**config.mk**
```make
export PLATFORM = sky130hd
export DESIGN_NAME = word_reducer_stream_flat
export DESIGN_NICKNAME = d
export VERILOG_FILES = /design/src/rtl/word_reducer_stream_if.sv /design/src/rtl/word_reducer_stream.sv /design/src/flat_wrapper.sv
export SDC_FILE = /design/constraint.sdc
export NUM_CORES = 1
export LEC_CHECK = 0
export CORE_MARGIN = 3
export CORE_UTILIZATION = 50
export CTS_CLUSTER_DIAMETER = 200
export DETAILED_ROUTE_END_ITERATION = 8
export PLACE_DENSITY = 0.79
export SLEW_MARGIN = 20
export SYNTH_ARGS = -nofsm -noshare
export SYNTH_HDL_FRONTEND = slang
export SYNTH_SLANG_ARGS = --single-unit
```
**constraint.sdc**
```tcl
create_clock -name clock -period 4.9 [get_ports clock]
set_input_delay 0.98 -clock clock [delete_from_list [all_inputs] [get_ports clock]]
set_output_delay 0.98 -clock clock [all_outputs]
set_load 0.005 [all_outputs]
```
**src/rtl/word_reducer_stream_if.sv**
```systemverilog
// Handshake bundle for word_reducer_stream: beat input side and reduced-result output side.
// master drives beats and consumes results; slave is the reducer.
interface word_reducer_stream_if #(
  parameter int WORD_WIDTH  = 8,
  parameter int LANES       = 4,
  parameter int COUNT_WIDTH = 16
);
  logic                        in_valid;
  logic                        in_ready;
  logic [WORD_WIDTH*LANES-1:0] in_words;
  logic [LANES-1:0]            in_lane_enable;
  logic                        in_last;
  logic [2:0]                  in_op;
  logic                        out_valid;
  logic                        out_ready;
  logic [WORD_WIDTH-1:0]       out_word;
  logic [COUNT_WIDTH-1:0]      out_count;
  logic                        out_overflow;

  modport master (
    output in_valid, in_words, in_lane_enable, in_last, in_op, out_ready,
    input  in_ready, out_valid, out_word, out_count, out_overflow
  );

  modport slave (
    input  in_valid, in_words, in_lane_enable, in_last, in_op, out_ready,
    output in_ready, out_valid, out_word, out_count, out_overflow
  );
endinterface

```
**src/rtl/word_reducer_stream.sv**
```systemverilog
// Folds a frame of multi-lane words into one AND/OR/XOR (optionally inverted) word,
// with a saturating count of the enabled words seen in the frame.
module word_reducer_stream #(
  parameter int WORD_WIDTH  = 8,
  parameter int LANES       = 4,
  parameter int COUNT_WIDTH = 16
) (
  input logic                  clock,
  input logic                  reset,
  word_reducer_stream_if.slave bus
);

  typedef enum logic [1:0] {IDLE = 2'd0, ACCUM = 2'd1, DONE = 2'd2} state_t;

  state_t                 state;
  logic [2:0]             op_reg;
  logic [WORD_WIDTH-1:0]  acc_reg;
  logic [COUNT_WIDTH-1:0] count_reg;
  logic                   overflow_reg;
  logic                   in_ready_reg;
  logic                   out_valid_reg;
  logic [WORD_WIDTH-1:0]  out_word_reg;
  logic [COUNT_WIDTH-1:0] out_count_reg;
  logic                   out_overflow_reg;

  logic                   accept;
  logic [2:0]             op_sel;
  logic [WORD_WIDTH-1:0]  identity;
  logic [WORD_WIDTH-1:0]  acc_base;
  logic [WORD_WIDTH-1:0]  acc_next;
  logic [WORD_WIDTH-1:0]  result_word;
  logic [WORD_WIDTH-1:0]  lane_word [LANES];
  logic [COUNT_WIDTH:0]   pop;
  logic [COUNT_WIDTH:0]   sum;
  logic [COUNT_WIDTH-1:0] count_base;
  logic [COUNT_WIDTH-1:0] count_next;
  logic                   overflow_next;

  assign accept = bus.in_valid && in_ready_reg;

  // The first beat of a frame uses the live opcode and a fresh identity seed.
  assign op_sel     = (state == IDLE) ? bus.in_op : op_reg;
  assign identity   = (op_sel[1:0] == 2'd0) ? {WORD_WIDTH{1'b1}} : {WORD_WIDTH{1'b0}};
  assign acc_base   = (state == IDLE) ? identity : acc_reg;
  assign count_base = (state == IDLE) ? {COUNT_WIDTH{1'b0}} : count_reg;

  generate
    for (genvar gi = 0; gi < LANES; gi++) begin : g_lane
      assign lane_word[gi] = bus.in_lane_enable[gi] ? bus.in_words[WORD_WIDTH*gi +: WORD_WIDTH]
                                                    : identity;
    end
  endgenerate

  always_comb begin
    acc_next = acc_base;
    pop      = '0;
    for (int i = 0; i < LANES; i++) begin
      case (op_sel[1:0])
        2'd0:    acc_next = acc_next & lane_word[i];
        2'd1:    acc_next = acc_next | lane_word[i];
        default: acc_next = acc_next ^ lane_word[i];
      endcase
      pop = pop + {{COUNT_WIDTH{1'b0}}, bus.in_lane_enable[i]};
    end
  end

  assign sum         = {1'b0, count_base} + pop;
  assign result_word = op_sel[2] ? ~acc_next : acc_next;

  always_comb begin
    count_next    = sum[COUNT_WIDTH-1:0];
    overflow_next = (state == IDLE) ? 1'b0 : overflow_reg;
    if (sum[COUNT_WIDTH]) begin
      count_next    = {COUNT_WIDTH{1'b1}};
      overflow_next = 1'b1;
    end
  end

  always_ff @(posedge clock or posedge reset) begin
    if (reset) begin
      state            <= IDLE;
      op_reg           <= '0;
      acc_reg          <= '0;
      count_reg        <= '0;
      overflow_reg     <= 1'b0;
      in_ready_reg     <= 1'b0;
      out_valid_reg    <= 1'b0;
      out_word_reg     <= '0;
      out_count_reg    <= '0;
      out_overflow_reg <= 1'b0;
    end else begin
      case (state)
        IDLE, ACCUM: begin
          in_ready_reg <= 1'b1;
          if (accept) begin
            acc_reg      <= acc_next;
            count_reg    <= count_next;
            overflow_reg <= overflow_next;
            if (state == IDLE) op_reg <= bus.in_op;
            if (bus.in_last) begin
              state            <= DONE;
              in_ready_reg     <= 1'b0;
              out_valid_reg    <= 1'b1;
              out_word_reg     <= result_word;
              out_count_reg    <= count_next;
              out_overflow_reg <= overflow_next;
            end else begin
              state <= ACCUM;
            end
          end
        end
        DONE: begin
          if (bus.out_ready) begin
            state         <= IDLE;
            out_valid_reg <= 1'b0;
            in_ready_reg  <= 1'b1;
          end
        end
        default: state <= IDLE;
      endcase
    end
  end

  assign bus.in_ready     = in_ready_reg;
  assign bus.out_valid    = out_valid_reg;
  assign bus.out_word     = out_word_reg;
  assign bus.out_count    = out_count_reg;
  assign bus.out_overflow = out_overflow_reg;

endmodule

```
**src/flat_wrapper.sv**
```systemverilog
// flat-port wrapper written by rule: the top's interface ports become plain ports
module word_reducer_stream_flat 
#(
  parameter int WORD_WIDTH  = 8,
  parameter int LANES       = 4,
  parameter int COUNT_WIDTH = 16
)
  (clock, reset, bus_in_valid, bus_in_words, bus_in_lane_enable, bus_in_last, bus_in_op, bus_out_ready, bus_in_ready, bus_out_valid, bus_out_word, bus_out_count, bus_out_overflow);
  word_reducer_stream_if #(.WORD_WIDTH(WORD_WIDTH), .LANES(LANES), .COUNT_WIDTH(COUNT_WIDTH)) bus_i ();
  input logic clock;
  input logic reset;
  input wire logic [$bits(bus_i.in_valid)-1:0] bus_in_valid;
  input wire logic [$bits(bus_i.in_words)-1:0] bus_in_words;
  input wire logic [$bits(bus_i.in_lane_enable)-1:0] bus_in_lane_enable;
  input wire logic [$bits(bus_i.in_last)-1:0] bus_in_last;
  input wire logic [$bits(bus_i.in_op)-1:0] bus_in_op;
  input wire logic [$bits(bus_i.out_ready)-1:0] bus_out_ready;
  output wire logic [$bits(bus_i.in_ready)-1:0] bus_in_ready;
  output wire logic [$bits(bus_i.out_valid)-1:0] bus_out_valid;
  output wire logic [$bits(bus_i.out_word)-1:0] bus_out_word;
  output wire logic [$bits(bus_i.out_count)-1:0] bus_out_count;
  output wire logic [$bits(bus_i.out_overflow)-1:0] bus_out_overflow;
  assign bus_i.in_valid = bus_in_valid;
  assign bus_i.in_words = bus_in_words;
  assign bus_i.in_lane_enable = bus_in_lane_enable;
  assign bus_i.in_last = bus_in_last;
  assign bus_i.in_op = bus_in_op;
  assign bus_i.out_ready = bus_out_ready;
  assign bus_in_ready = bus_i.in_ready;
  assign bus_out_valid = bus_i.out_valid;
  assign bus_out_word = bus_i.out_word;
  assign bus_out_count = bus_i.out_count;
  assign bus_out_overflow = bus_i.out_overflow;
  word_reducer_stream #(.WORD_WIDTH(WORD_WIDTH), .LANES(LANES), .COUNT_WIDTH(COUNT_WIDTH)) u_core (.clock(clock), .reset(reset), .bus(bus_i));
endmodule
```
=== Word-level counts from Yosys, hierarchy flattened ===
Cells that the tools add are included.

* Register bits: 57
* Input port bits: 44
* Word-level logic and storage cells: 71

* $add $sub $neg: 4
* Equality and inequality tests: 6
* Multiplexer cells: 28
* Bitwise gates (word level): 13
* Reductions and logical operators: 10

{| class="wikitable"
|+ Operators with widths
! cell !! count
|-
| $pmux 8 s2 || 4
|-
| $mux 8 || 7
|-
| $add 17x1->17 || 2
|-
| $and 8x8->8 || 4
|-
| $mux 16 || 2
|-
| $or 8x8->8 || 4
|-
| $xor 8x8->8 || 4
|-
| $add 16x17->17 || 1
|-
| $mux 1 || 8
|-
| $not 8->8 || 1
|-
| $mux 2 || 3
|-
| $reduce_and 2->1 || 3
|-
| $eq 2x1->1 const B || 2
|-
| $logic_not 2->1 || 2
|-
| $ne 2x2->1 const B || 2
|-
| $pmux 1 s2 || 2
|-
| $pmux 2 s2 || 1
|-
| $reduce_and 4->1 || 1
|-
| $mux 3 || 1
|-
| $reduce_and 3->1 || 1
|-
| $add 1x1->2 || 1
|-
| $eq 2x2->1 const B || 1
|-
| $ne 2x1->1 const B || 1
|-
| $reduce_bool 2->1 || 1
|-
| 2 further kinds || 2
|}

=== Depth between registers and ports, before layout ===
Gate-level depths: netlist of the first run.

* Depth in word-level cells: 15
* Mapped depth: 22

=== Worst setup path after synthesis of the first run ===
No wires, ideal clock.

* Kind: input port to flip-flop
* Start point: in bus_in_op[1]
* End point: reg u_core.out_word_reg[0] (netlist: u_core.bus.out_word[0])
* Setup time: 0.135 ns
* Arrival time: 4.254 ns
* Required time: 4.765 ns
* Setup slack: 0.511 ns
* Cell stages on the path: 19
* Path through: nor4_1 a21oi_4 buf_6 nand2_1 o21a_1 ha_1 o22ai_1 a21oi_1 ha_1 o22ai_1 a21oi_1 ha_1 o22ai_1 a21oi_1 ha_1 o21ai_0 o221ai_2 xnor2_1 o21ai_0

* Longest elaborated chain between the ends: 14
* Elaborated cells between the ends (all ways): 27
* Those cells by class: eq/ne: 1; mux: 12; bitwise: 13; reduce/logical: 1

{| class="wikitable"
|+ Ends and longest elaborated chain
! item !! line !! source
|-
| start, declared || flat_wrapper.sv:16 || <nowiki>input wire logic [$bits(bus_i.in_op)-1:0] bus_in_op;</nowiki>
|-
| $mux 3 (*) || word_reducer_stream.sv:42 || <nowiki>assign op_sel = (state == IDLE) ? bus.in_op : op_reg;</nowiki>
|-
| $logic_not 2->1 || word_reducer_stream.sv:43, word_reducer_stream.sv:58 ||
|-
| $mux 8 || word_reducer_stream.sv:43 || <nowiki>assign identity = (op_sel[1:0] == 2'd0) ? {WORD_WIDTH{1'b1}} : {WORD_WIDTH{1'b0}};</nowiki>
|-
| $mux 8 (on tied branches) || word_reducer_stream.sv:44, word_reducer_stream.sv:49 ||
|-
| $xor 8x8->8 (tied with other cells) || word_reducer_stream.sv:61 || <nowiki>default: acc_next = acc_next ^ lane_word[i];</nowiki>
|-
| $pmux 8 s2 || word_reducer_stream.sv:58 || <nowiki>case (op_sel[1:0])</nowiki>
|-
| $xor 8x8->8 (tied with other cells) || word_reducer_stream.sv:61 ||
|-
| $pmux 8 s2 || word_reducer_stream.sv:58 ||
|-
| $xor 8x8->8 (tied with other cells) || word_reducer_stream.sv:61 ||
|-
| $pmux 8 s2 || word_reducer_stream.sv:58 ||
|-
| $xor 8x8->8 (tied with other cells) || word_reducer_stream.sv:61 ||
|-
| $pmux 8 s2 (*) || word_reducer_stream.sv:58 ||
|-
| $not 8->8 || word_reducer_stream.sv:68 || <nowiki>assign result_word = op_sel[2] ? ~acc_next : acc_next;</nowiki>
|-
| $mux 8 (*) || word_reducer_stream.sv:68 ||
|-
| end signal, assigned || word_reducer_stream.sv:104 || <nowiki>out_word_reg <= result_word;</nowiki>
|-
| end, declared || word_reducer_stream.sv:22 || <nowiki>logic [WORD_WIDTH-1:0] out_word_reg;</nowiki>
|}

Every way passes the cells marked *; elsewhere a longest branch is shown, timed or not.
A chain may end at the register's enable or synchronous reset.

=== Worst setup path after layout of the first run ===
* Start point: in bus_in_op[1]
* End point: reg u_core.out_word_reg[7] (netlist: u_core.bus.out_word[7])

The elaborated chain is that of the path after synthesis.

==> tab_implementation.tex, run 1 <==
\begin{tabular}{lr}
\hline
Metric & Value \\
\hline
\multicolumn{2}{l}{\textbf{Synthesis}} \\
\quad Unique masters post-synth & 60 \\
\quad FF+latch count, synth & 57 \\
\quad Number of instances in the synthesized netlist & between 500 and 600 \\
\quad Most used flip-flop cell after synthesis & sky130\_fd\_sc\_hd\_\_dfrtp\_1 \\
\quad Number of synthesis warnings & 0 \\
\quad Number of flops mapped to enable cells by yosys & 0 \\
\quad Cell area after synthesis & between 4000 and 5000 µm² \\
\quad Async set-reset flop share out of synthesis & between 90\% and 100\% \\
\quad Synthesized Nets & 690 \\
\quad Average size of a mapped cell & approximately 8.5 µm² \\
\quad Sequential element share of the synthesized area & between 20 and 30\% \\
\multicolumn{2}{l}{\textbf{Power and ir drop}} \\
\quad Total power divided by cell area & around 540 nW/µm² \\
\quad Maximum VDD drop & between 0.0002 and 0.00025 V \\
\quad Static leakage & around 2.8 nW \\
\multicolumn{2}{l}{\textbf{Finish}} \\
\quad Count of fill cells added during filler insertion & 800 \\
\quad Commonest non-fill, non-tap cells in the layout & 80 x sky130\_fd\_sc\_hd\_\_inv\_1, 70 x sky130\_fd\_sc\_hd\_\_clkdlybuf4s50\_1, 69 x sky130\_fd\_sc\_hd\_\_ha\_1, 68 x sky130\_fd\_sc\_hd\_\_nand2\_1, 57 x sky130\_fd\_sc\_hd\_\_dfrtp\_1 \\
\quad Most common cell after layout, fill and taps aside & sky130\_fd\_sc\_hd\_\_inv\_1 \\
\quad Synth-to-Final Area Change & 22.7\% \\
\quad Core Util, Final & $\sim$64\% \\
\quad Ratio of cells with drive above 1 in the final layout & a little over a tenth \\
\quad Final net count & roughly 760 \\
\quad Final antenna diode count & 0 \\
\multicolumn{2}{l}{\textbf{STA}} \\
\quad Fmax & 212 MHz \\
\quad Fin Clk Skew & $\sim$0.0084 ns \\
\quad Pins over their slew limit & 0 \\
\quad Worst hold slack & slightly below 0.5 ns \\
\quad Final critical-path required period & approximately 4.7 ns \\
\quad Slew Limit Headroom & between 40\% and 50\% \\
\quad Final cycle utilization of the critical path & between 90\% and 100\% \\
\quad Hold Fails Final Rpt & 0 \\
\quad Final Worst Setup Slack & about 0.18 ns \\
\quad Slew @ Worst Pin & 0.798 ns \\
\quad Setup-failing EPs final & 0 \\
\multicolumn{2}{l}{\textbf{Clocking}} \\
\quad Number of gates given a new drive strength after cts & 0 \\
\quad Clock tree from TritonCTS & built \\
\quad Number of buffers added by the clock tree synthesis step & 9 \\
\quad Number of setup buffers added after CTS & 0 \\
\quad Clock slew at the register clock pins of the worst setup and hold paths & roughly 0.06 ns \\
\quad Clock latency on the worst-skew pair & 0.35 ns \\
\quad H-tree depth reported by CTS & 3 \\
\quad Hold buffers post-CTS & 0 \\
\quad Clock Tree Buf Depth & 2 \\
\quad Num Clock Sinks & between 50 and 60 \\
\quad Clock root buffer master & sky130\_fd\_sc\_hd\_\_clkbuf\_8 \\
\multicolumn{2}{l}{\textbf{Routing}} \\
\quad Via count & 4,387 \\
\quad Router iterations before antenna repair & 5 \\
\quad Drc violations & 0 \\
\quad Starting DRC count in detailed routing & between 300 and 400 \\
\quad Routed wirelength normalized by instance count & 15.7 µm \\
\quad Vias per std cell & $\sim$5.6 \\
\quad Antenna viol nets, final & 0 \\
\quad Wire length after detailed routing & around 12,000 µm \\
\multicolumn{2}{l}{\textbf{Flow run}} \\
\quad Max capacitance violation total & 0 \\
\multicolumn{2}{l}{\textbf{Placement}} \\
\quad Placement-stage worst setup slack & -0.272 ns \\
\quad Dpl hpwl & between 9000 and 10,000 µm \\
\quad GPL Wtd Cong & 0.858 \\
\quad Count of input and output buffers & 70 \\
\multicolumn{2}{l}{\textbf{Global routing}} \\
\quad Antenna violations before repair & 0 \\
\quad Global-route wire length before repair & 20,700 µm \\
\quad Final global-route overflow total & 0 \\
\quad Largest net degree at the start of global routing & a little under 60 \\
\quad Number of global-route vias before repair & 4,343 \\
\quad Overall fraction of global-route tracks in use & 22.9\% \\
\multicolumn{2}{l}{\textbf{Worst setup path}} \\
\quad Startpoint types & input pin \\
\quad Max Fanout on Critical Path & 8 \\
\quad Terminus of the critical flop-to-flop path & u\_core.bus.out\_word[7] \\
\quad Crit path capture type & flop \\
\quad Required arrival time at the worst endpoint & 5.09 ns \\
\quad Launch point of the worst reg-to-reg path & u\_core.state[1] \\
\quad Data arrival time of the critical path & between 4 and 5 ns \\
\quad Reg-to-reg slack, setup & 0.61 ns \\
\quad Category of the most critical setup path & in -> reg \\
\quad Worst Reg2Reg Path Length in Cells & 19 \\
\multicolumn{2}{l}{\textbf{Floorplan}} \\
\quad Height of the die & 105 µm \\
\quad Die outline area & approximately 11,000 µm² \\
\quad Core outline area & around 9400 µm² \\
\quad Site Rows & 35 \\
\quad Horizontal die dimension & 105 µm \\
\quad Starting density of the core & between 50 and 60\% \\
\quad Number of I/O pins & 71 \\
\multicolumn{2}{l}{\textbf{Worst hold path}} \\
\quad Worst min-delay path startpoint & u\_core.bus.out\_word[7] \\
\quad Worst hold stages & 2 \\
\quad Path class of the lowest-slack min-delay path & reg -> reg \\
\quad Worst Hold Endpoint & u\_core.bus.out\_word[7] \\
\multicolumn{2}{l}{\textbf{Run status}} \\
\quad Run status & completed \\
\hline
\end{tabular}
## Yosys cell counts (all sizes together), types with 5 or more instances
library cell   n  area [µm²]
ha            69         863
a21oi         38         239
o221ai         8         120
o31ai          5        37.5
o21ai         50         250
dfrtp         57        1430
buf           16         109
o21a          36         270
nand3          8        40.0
nand2         70         263
nor2          18        70.1
inv           82         308
xnor2         14         123
o22a           7        61.3
clkbuf        11        41.3
o22ai         25         156
## how the worst max path moves through the flow
| stage | to | depth (start not counted) | from |
|---|---|---|---|
| global route | u_core.bus.out_word[7] | 21 | bus_in_op[1] |
| CTS | u_core.bus.out_word[7] | 21 | bus_in_op[1] |
| floorplan | u_core.bus.out_word[0] | 19 | bus_in_op[1] |
| global placement | u_core.bus.out_word[7] | 21 | bus_in_op[1] |
| finish | u_core.bus.out_word[7] | 21 | bus_in_op[1] |
| detailed placement | u_core.bus.out_word[7] | 21 | bus_in_op[1] |
## power breakdown
group / switching, mW / internal [mW]
Sequential: 0.122 / 0.619
Combinational: 1.10 / 0.915
Clock: 0.194 / 0.283
Total: 1.42 / 1.82
## logic make-up (layout without fill, tap and decap cells)
logic type	count (synthesis)	in the layout	synth area share, %
AOI/OAI and AO/OA	192	192	27.4
DFF	57	57	29.1
muxes	6	6	1.38
xor gates and xnor gates	16	16	2.86
adders and majority gates	71	71	18.4
buffers and inverters	111	188	9.50
and+or+nand+nor	122	122	11.2
## final cells by class
type / instances / area (µm²) / share of cell area [%]
flip-flops and latches: 57 / 1430 / 23.7
inverters: 84 / 315 / 5.25
clock inverters: 6 / 82.6 / 1.37
repair buffers: 88 / 861 / 14.3
well taps: 129 / 161 / 2.69
clock buffers: 10 / 128 / 2.12
multi-input cells: 407 / 3030 / 50.5
## metal layers
metal	global-route usage [%]	part of all wire (%)	vias to the layer above
met4	10.0	3.0	0
met3	3.09	5.0	31
li1	-	-	2125
met5	0	0	-
met2	38.5	49	131
met1	29.2	43	2100
## per-stage QoR
| step | area [µm²] | std cells | TNS, ns | power (mW) |
|---|---|---|---|---|
| finish | 6010 | 781 | 0 | 3.23 |
| global placement | 5770 | 765 | -0.0897 | 2.61 |
| detailed placement | 5770 | 765 | -0.900 | 2.72 |
| CTS | 5980 | 781 | 0 | 3.21 |
| floorplan | 4900 | 575 | 0 | 2.08 |
| global route | 6010 | 781 | -0.0205 | 3.54 |
## critical path, stage by stage
cell and delay, ns:
sky130_fd_sc_hd__clkdlybuf4s50_1 0.48, sky130_fd_sc_hd__nor4_2 0.33, sky130_fd_sc_hd__buf_4 0.17, sky130_fd_sc_hd__a21oi_4 0.04
sky130_fd_sc_hd__nand2_2 0.15, sky130_fd_sc_hd__o21ai_0 0.15, sky130_fd_sc_hd__inv_1 0.08, sky130_fd_sc_hd__ha_1 0.23
sky130_fd_sc_hd__o22ai_1 0.23, sky130_fd_sc_hd__a21oi_2 0.07, sky130_fd_sc_hd__ha_1 0.29, sky130_fd_sc_hd__o22ai_1 0.20
sky130_fd_sc_hd__a21oi_2 0.09, sky130_fd_sc_hd__ha_1 0.31, sky130_fd_sc_hd__o22ai_2 0.19, sky130_fd_sc_hd__a21oi_2 0.07
sky130_fd_sc_hd__ha_1 0.30, sky130_fd_sc_hd__o21ai_0 0.11, sky130_fd_sc_hd__o221ai_2 0.20, sky130_fd_sc_hd__xnor2_1 0.16
sky130_fd_sc_hd__o21ai_0 0.09
Note: power is estimated with default switching activity, not from simulation.
==> run 2: changes to the inputs <==
- ABC_CLOCK_PERIOD_IN_PS: not set -> 4900
- CORE_UTILIZATION: 50 -> 45
- PLACE_DENSITY: 0.79 -> 0.73
==> run 2 against run 1 <==
Effect of this change:
- combinational power hardly changed
- design area is 0.79% higher
- power down 1.1%
- sequential power hardly changed
- utilization down 6.2 points
- critical endpoint is now u_core.bus.out_word[0]
==> tab_implementation.tex, run 2 (same netlist as run 1, synthesis figures left out) <==
\begin{tabular}{lr}
\hline
Metric & Value \\
\hline
\multicolumn{2}{l}{\textbf{Finish}} \\
\quad Final antenna diode count & 0 \\
\quad Synth-to-Final Area Change & 23.7\% \\
\quad Most common cell after layout, fill and taps aside & sky130\_fd\_sc\_hd\_\_inv\_1 \\
\quad Ratio of cells with drive above 1 in the final layout & 11.4\% \\
\quad Final net count & 770 \\
\quad Core Util, Final & around 58\% \\
\quad Count of fill cells added during filler insertion & a little under 1,000 \\
\quad Commonest non-fill, non-tap cells in the layout & 80 x sky130\_fd\_sc\_hd\_\_inv\_1, 70 x sky130\_fd\_sc\_hd\_\_clkdlybuf4s50\_1, 69 x sky130\_fd\_sc\_hd\_\_ha\_1, 68 x sky130\_fd\_sc\_hd\_\_nand2\_1, 57 x sky130\_fd\_sc\_hd\_\_dfrtp\_1 \\
\multicolumn{2}{l}{\textbf{Clocking}} \\
\quad Clock tree from TritonCTS & built \\
\quad Num Clock Sinks & 57 \\
\quad Number of buffers added by the clock tree synthesis step & 9 \\
\quad H-tree depth reported by CTS & 3 \\
\quad Clock latency on the worst-skew pair & $\sim$0.34 ns \\
\quad Clock Tree Buf Depth & 2 \\
\quad Clock root buffer master & sky130\_fd\_sc\_hd\_\_clkbuf\_8 \\
\quad Clock slew at the register clock pins of the worst setup and hold paths & roughly 0.07 ns \\
\quad Hold buffers post-CTS & 0 \\
\multicolumn{2}{l}{\textbf{Worst setup path}} \\
\quad Startpoint types & input pin \\
\quad Reg-to-reg slack, setup & between 0.5 and 0.6 ns \\
\quad Max Fanout on Critical Path & 5 \\
\quad Terminus of the critical flop-to-flop path & u\_core.bus.out\_word[0] \\
\quad First element of the critical path & bus\_in\_op[0] \\
\quad Launch point of the worst reg-to-reg path & u\_core.state[1] \\
\quad Data arrival time of the critical path & just under 5 ns \\
\quad Crit path capture type & flop \\
\quad Category of the most critical setup path & in -> reg \\
\quad Worst Reg2Reg Path Length in Cells & 19 \\
\quad Required arrival time at the worst endpoint & around 5.1 ns \\
\quad Endpoint of the worst setup timing path & u\_core.bus.out\_word[0] \\
\multicolumn{2}{l}{\textbf{Global routing}} \\
\quad Antenna violations before repair & 0 \\
\quad Largest net degree at the start of global routing & 58 \\
\quad Number of global-route vias before repair & approximately 4,300 \\
\quad Overall fraction of global-route tracks in use & a little over a fifth \\
\quad Final global-route overflow total & 0 \\
\quad Global-route wire length before repair & between 20,000 and 25,000 µm \\
\multicolumn{2}{l}{\textbf{Floorplan}} \\
\quad Starting density of the core & between 40\% and 50\% \\
\quad Die outline area & approximately 12,000 µm² \\
\quad Core outline area & between 10,000 and 15,000 µm² \\
\quad Site Rows & 37 \\
\quad Height of the die & 110 µm \\
\quad Horizontal die dimension & roughly 110 µm \\
\quad Number of I/O pins & a little over 70 \\
\multicolumn{2}{l}{\textbf{Routing}} \\
\quad Drc violations & 0 \\
\quad Wire length after detailed routing & approximately 12,000 µm \\
\quad Antenna viol nets, final & 0 \\
\quad Routed wirelength normalized by instance count & about 16 µm \\
\quad Router iterations before antenna repair & 4 \\
\quad Starting DRC count in detailed routing & 276 \\
\quad Vias per std cell & between 5 and 6 \\
\quad Via count & 4,348 \\
\multicolumn{2}{l}{\textbf{STA}} \\
\quad Slew Limit Headroom & 49.6\% \\
\quad Final setup TNS & 0 ns \\
\quad Final critical-path required period & between 4 and 5 ns \\
\quad Pins over their slew limit & 0 \\
\quad Slew @ Worst Pin & 0.755 ns \\
\quad Fin Clk Skew & around 0.010 ns \\
\quad Hold Fails Final Rpt & 0 \\
\quad Worst hold slack & $\sim$0.48 ns \\
\quad Setup-failing EPs final & 0 \\
\quad Fmax & between 200 and 250 MHz \\
\quad Final cycle utilization of the critical path & a little over nine tenths \\
\multicolumn{2}{l}{\textbf{Power and ir drop}} \\
\quad Total power divided by cell area & approximately 530 nW/µm² \\
\quad Maximum VDD drop & 0.000231 V \\
\quad Static leakage & approximately 2.9 nW \\
\multicolumn{2}{l}{\textbf{Placement}} \\
\quad Count of input and output buffers & 70 \\
\quad Dpl hpwl & approximately 9400 µm \\
\quad GPL Wtd Cong & about 0.9 \\
\multicolumn{2}{l}{\textbf{Worst hold path}} \\
\quad Path class of the lowest-slack min-delay path & reg -> reg \\
\multicolumn{2}{l}{\textbf{Flow run}} \\
\quad Max capacitance violation total & 0 \\
\multicolumn{2}{l}{\textbf{Run status}} \\
\quad Run status & completed \\
\hline
\end{tabular}
-- run 2: cell count changes in the layout (fill, tap and decap cells not counted), sizes merged --
cell and delta:
buf +8, clkinvlp -1, clkinv -2, clkbuf +4, bufinv -1
-- run 2: where the power goes --
part           switching, mW  total [mW]  internal (mW)
clock                  0.182       0.458          0.276
combinational           1.08        2.00          0.922
sequential             0.119       0.738          0.619
-- run 2: through the flow --
| stage | setup WS (ns) | cells | power [mW] | instance area, µm² |
|---|---|---|---|---|
| floorplan | 0.511 | 575 | 2.08 | 4900 |
| global placement | -0.145 | 779 | 2.63 | 5820 |
| detailed placement | -0.228 | 779 | 2.72 | 5820 |
| CTS | 0.123 | 795 | 3.20 | 6030 |
| global route | -0.00280 | 796 | 3.50 | 6060 |
| finish | 0.194 | 796 | 3.20 | 6060 |
-- run 2: timing repair --
action	4_1_cts	5_1_grt
gates resized for setup	0	6
endpoints found under the setup margin	0	10
setup buffers	0	1
-- run 2: layer usage --
layer / global-route usage (%) / vias up / routed length (µm)
met4: 5.54 / 0 / 153
li1: - / 2140 / -
met2: 37.6 / 98 / 6390
met3: 3.20 / 15 / 553
met5: 0 / - / 0
met1: 25.9 / 2095 / 5260
-- run 2: layout make-up --
| type | count | area (µm²) | share of cell area [%] |
|---|---|---|---|
| multi-input cells | 407 | 3030 | 50.0 |
| flip-flops and latches | 57 | 1430 | 23.6 |
| repair buffers | 96 | 908 | 15.0 |
| inverters | 84 | 315 | 5.21 |
| clock buffers | 14 | 173 | 2.85 |
| well taps | 136 | 170 | 2.81 |
| clock inverters | 2 | 35.0 | 0.579 |
-- run 2: how the worst min path moves through the flow --
stage | slack, ns | start | end | cells after the start
after floorplan | 0.44 | u_core.count_reg[2] | u_core.count_reg[2] | 2
after global placement | 0.46 | u_core.count_reg[2] | u_core.count_reg[2] | 2
after detailed placement | 0.47 | u_core.acc_reg[0] | u_core.acc_reg[0] | 2
after CTS | 0.49 | u_core.acc_reg[0] | u_core.acc_reg[0] | 2
after global routing | 0.51 | u_core.bus.out_word[7] | u_core.bus.out_word[7] | 2
final | 0.48 | u_core.count_reg[2] | u_core.count_reg[2] | 2
-- run 2: critical path, stage by stage --
cell	delay (ns)
sky130_fd_sc_hd__clkdlybuf4s50_1	0.51
sky130_fd_sc_hd__nor4_2	0.07
sky130_fd_sc_hd__buf_4	0.16
sky130_fd_sc_hd__a21oi_4	0.18
sky130_fd_sc_hd__nand2_2	0.11
sky130_fd_sc_hd__o21ai_0	0.14
sky130_fd_sc_hd__inv_1	0.08
sky130_fd_sc_hd__ha_1	0.29
sky130_fd_sc_hd__o22ai_1	0.09
sky130_fd_sc_hd__a21oi_1	0.30
sky130_fd_sc_hd__ha_1	0.29
sky130_fd_sc_hd__o22ai_1	0.16
sky130_fd_sc_hd__a21oi_1	0.08
sky130_fd_sc_hd__ha_1	0.29
sky130_fd_sc_hd__o22ai_1	0.08
sky130_fd_sc_hd__a21oi_1	0.23
sky130_fd_sc_hd__inv_1	0.08
sky130_fd_sc_hd__ha_1	0.21
sky130_fd_sc_hd__o221ai_2	0.31
sky130_fd_sc_hd__xnor2_1	0.15
sky130_fd_sc_hd__o21ai_0	0.09
